## src/rtl/lead_one_norm_pipe.sv

```systemverilog
// Two-stage pipelined leading-one detector with optional left normaliser.
// Define LOD_NORM_EN to build the normalising shifter; otherwise out_norm is tied to 0.
module lead_one_norm_pipe #(
  parameter int WIDTH   = 16,
  parameter int MIN_POS = 8,
  parameter int POS_W   = $clog2(WIDTH)
) (
  input  logic             clk,
  input  logic             rst_n,
  input  logic             in_valid,
  output logic             in_ready,
  input  logic [WIDTH-1:0] in_data,
  output logic             out_valid,
  input  logic             out_ready,
  output logic [POS_W-1:0] out_pos,
  output logic             out_found,
  output logic [WIDTH-1:0] out_norm
);

  logic             adv;
  logic             s1_valid;
  logic             s2_valid;
  logic [POS_W-1:0] enc_pos;
  logic             enc_found;
  logic [POS_W-1:0] s1_pos;
  logic             s1_found;
  logic [POS_W-1:0] s2_pos;
  logic             s2_found;

  // Both stages move together; a stalled, occupied output freezes the whole pipe.
  assign adv      = !s2_valid || out_ready;
  assign in_ready = adv;

  // Ascending scan so the highest set bit inside the window wins.
  always_comb begin
    enc_pos   = '0;
    enc_found = 1'b0;
    for (int i = MIN_POS; i < WIDTH; i++) begin
      if (in_data[i]) begin
        enc_pos   = POS_W'(i);
        enc_found = 1'b1;
      end
    end
  end

  always_ff @(posedge clk or negedge rst_n) begin
    if (!rst_n) begin
      s1_valid <= 1'b0;
      s1_pos   <= '0;
      s1_found <= 1'b0;
    end else if (adv) begin
      s1_valid <= in_valid;
      s1_pos   <= enc_pos;
      s1_found <= enc_found;
    end
  end

  always_ff @(posedge clk or negedge rst_n) begin
    if (!rst_n) begin
      s2_valid <= 1'b0;
      s2_pos   <= '0;
      s2_found <= 1'b0;
    end else if (adv) begin
      s2_valid <= s1_valid;
      s2_pos   <= s1_pos;
      s2_found <= s1_found;
    end
  end

  assign out_valid = s2_valid;
  assign out_pos   = s2_pos;
  assign out_found = s2_found;

`ifdef LOD_NORM_EN
  localparam logic [POS_W-1:0] TOP_POS = POS_W'(WIDTH - 1);

  logic [WIDTH-1:0] s1_data;
  logic [WIDTH-1:0] norm_next;
  logic [WIDTH-1:0] s2_norm;
  logic [POS_W-1:0] shamt;

  always_ff @(posedge clk or negedge rst_n) begin
    if (!rst_n) begin
      s1_data <= '0;
    end else if (adv) begin
      s1_data <= in_data;
    end
  end

  // Operands with no bit in the window pass through unshifted.
  always_comb begin
    shamt     = TOP_POS - s1_pos;
    norm_next = s1_found ? (s1_data << shamt) : s1_data;
  end

  always_ff @(posedge clk or negedge rst_n) begin
    if (!rst_n) begin
      s2_norm <= '0;
    end else if (adv) begin
      s2_norm <= norm_next;
    end
  end

  assign out_norm = s2_norm;
`else
  logic unused_data;
  assign unused_data = ^in_data;
  assign out_norm    = '0;
`endif

endmodule

```

## config.mk

```make
export PLATFORM = sky130hd
export DESIGN_NAME = lead_one_norm_pipe
export DESIGN_NICKNAME = d
export VERILOG_FILES = /design/src/rtl/lead_one_norm_pipe.sv
export SDC_FILE = /design/constraint.sdc
export NUM_CORES = 1
export LEC_CHECK = 0
export CAP_MARGIN = 20
export CORE_MARGIN = 4
export CORE_UTILIZATION = 34
export DETAILED_ROUTE_END_ITERATION = 10
export PLACE_DENSITY = 0.82
export SLEW_MARGIN = 0
export SYNTH_ARGS = -nofsm -noshare
export SYNTH_HDL_FRONTEND = slang
export SYNTH_SLANG_ARGS = --single-unit
```

## constraint.sdc

```tcl
create_clock -name clk -period 1.9 [get_ports clk]
set_input_delay 0.57 -clock clk [delete_from_list [all_inputs] [get_ports clk]]
set_output_delay 0.57 -clock clk [all_outputs]
set_load 0.02 [all_outputs]
```

==> run_results.csv <==
group,metric,value,unit
outcome,status,"finished clean",
global_routing,grt_pass1_vias,367,
setup_path,startpoint_type,"primary input",
pwr,power_leakage,0.000295,µW
sta,hold_slack,0.457,ns
die,core,1520,µm²
setup_path,required,1.33,ns
cells_and_area,drive_gt1_share,12.3,%
setup_path,reg2reg_to,"out_pos[1]",
global_routing,grt_busiest_layer,"met2",
setup_path,reg2reg_depth,3,
synth,yosysWarnings,0,
global_routing,met3_usage,4.60,%
worst_hold_path,min_to,"out_valid",
global_routing,antenna_found_initial,0,
synth,netlist_instances,55,
die,die_w,48.5,µm
drt,drt-initial-drc-count,1,
die,fp.dieH,48.5,µm
synth,ys_top_cells_by_area,"dfrtp_1 (45%), buf_4 (23%), mux2_2 (8.1%)",
global_routing,grt_max_degree,15,
sta,fin_crit_sh,97.3,%
place,gp_congestion,0.684,
clock_tree,numCtsBuffers,3,
setup_path,r2r_start,"out_valid",
place,place_area,678,µm²
clock_tree,clk_latency,0.25,ns
drt,ant_nets,0,
die,pin_count,43,
sta,slew_violations,0,
synth,synth_seq_cells,10,
cells_and_area,num_antenna_cells,0,
synth,yosys.cell_types.count,15,
drt,drc,0,
cells_and_area,final_common_cell,"clkdlybuf4s50_1",
drt,first_pass_iters,4,
flow_run,maxCapViolCount,0,
sta,setup_tns,0,ns
clock_tree,cts_hold_buf,0,
worst_hold_path,hold_path.class,"reg -> reg",
clock_tree,cts_buffer_depth,2,
worst_hold_path,worstHoldPathCells,1,
sta,hold_viol,0,
setup_path,worstPathArrival,1.28,ns
drt,vias,390,
die,start_util,36.6,%
synth,synth_area_per_cell,10.1,µm²
cells_and_area,postLayoutCellArea,698,µm²
sta,rsz0062_at_grt,"no",
sta,setup_viol,0,
clock_tree,tritoncts,"built",
global_routing,grt_usage,8.09,%
global_routing,use_met1,8.48,%
place,place_inst,86,
clock_tree,cts.clk_slew.worst_paths,0.06,ns
clock_tree,cts-root-buf,"clkbuf_4",
setup_path,reg2reg_slack,0.77,ns
place,hpwl,783,µm
drt,vias_per_cell,4.38,
drt,wl_per_cell,10.5,µm
worst_hold_path,hp-start,"s1_valid",
cells_and_area,mostFrequentLayoutCells,"clkdlybuf4s50_1 (17), conb_1 (16), dfrtp_1 (10)",
setup_path,criticalPathCategory,"in -> out",
clock_tree,cts-htree-levels,1,
cells_and_area,regArea,250,µm²
die,design.die.area,2350,µm²
cells_and_area,fin_cells,89,
pwr,p_total,516,µW
sta,period_minus_slack,1.85,ns
drt,drt_wl_total,935,µm
pwr,cellPowerDensity,738,nW/µm²
clock_tree,cts.sinks,10,
global_routing,grt_pass1_wl,1520,µm
place,portBuffers,18,
global_routing,grt.overflow.total,0,
cells_and_area,area_delta_synth_final,25.1,%
setup_path,end_kind,"primary output",
global_routing,met2_usage,12.8,%
sta,fin_skew,0.00131,ns
synth,synth_top_area_cell,"dfrtp_1",
cells_and_area,fillCellCount,158,
cells_and_area,multi_input_area,213,µm²
synth,synth_top_area_share,44.8,%
die,num_rows,14,
setup_path,path_max_fanout,2,
cells_and_area,fin_nets,95,
synth,syn-cell-area,558,µm²
sta,fmax,0.541,GHz
synth,synth-seq-area-share,44.8,%
pwr,peakVddDrop,0.242,mV
## cell usage after synthesis
master,n
inv_1,2
conb_1,1
dfrtp_1,10
buf_6,1
buf_2,1
o21ai_0,1
nor2_1,7
mux2_1,1
nand2b_1,3
a31oi_1,3
a21oi_1,1
nor4_1,2
mux2_2,4
a221o_1,1
buf_4,17
## sequential cells by signal (all words and copies together), names as in the netlist
register	flops
s1_valid	1
s1_pos	4
out_pos	4
out_valid	1
## per-layer routing
layer / routed length (µm) / share of wire (%) / vias up
li1: - / - / 185
met1: 354 / 38 / 174
met2: 420 / 45 / 31
met3: 160 / 17 / 0
met4: 0 / 0 / 0
met5: 0 / 0 / -
## metrics by stage
stage          utilization, %  setup WS, ns
6_report                 45.8        0.0517
5_1_grt                  45.8       0.00676
4_1_cts                  45.6        0.0236
3_5_place_dp             44.5        -0.408
3_3_place_gp             44.5        -0.400
2_1_floorplan               -         0.348
## cells by family (layout without fill, tap and decap cells)
kind of cell / after synthesis / after routing / share of synthesized area, %
buffers and inverters: 21 / 24 / 27.1
AND/OR/NAND/NOR: 12 / 12 / 10.3
flip-flops: 10 / 10 / 44.8
AO/OA/AOI/OAI: 6 / 6 / 6.95
multiplexers: 5 / 5 / 10.1
other: 1 / 16 / 0.672
## critical path, stage by stage
cell and delay, ns:
clkdlybuf4s50_1 0.45, nand2b_1 0.12, buf_4 0.14
## power by group
part | switching (µW) | internal, µW | total [µW] | leakage, µW
clock | 61.3 | 72.6 | 134 | 0.0000138
combinational | 78.0 | 62.4 | 140 | 0.000182
sequential | 8.82 | 233 | 241 | 0.0000993
## worst max path at each step
stage,endpoint,slack [ns],depth (start not counted),startpoint
floorplan,in_ready,0.35,3,out_ready
global placement,in_ready,-0.40,3,out_ready
detailed placement,in_ready,-0.41,3,out_ready
CTS,in_ready,0.02,3,out_ready
global route,in_ready,0.007,3,out_ready
finish,in_ready,0.05,3,out_ready
## cell type report
type                       instances  area share, %
multi-input combinational         39           30.5
sequential                        10           35.8
tap                               16           2.87
clock buffer                       3           3.23
timing repair buffer              19           26.5
inverter                           2           1.08
## repair_timing
action | in CTS | in global routing
endpoints found under the setup margin | 1 | 1
hold endpoints to repair | 0 | 0
gates resized for setup | 4 | 1
pin swaps | 0 | 0
buffers inserted | 0 | 0
(Power assumes the default switching activity.)
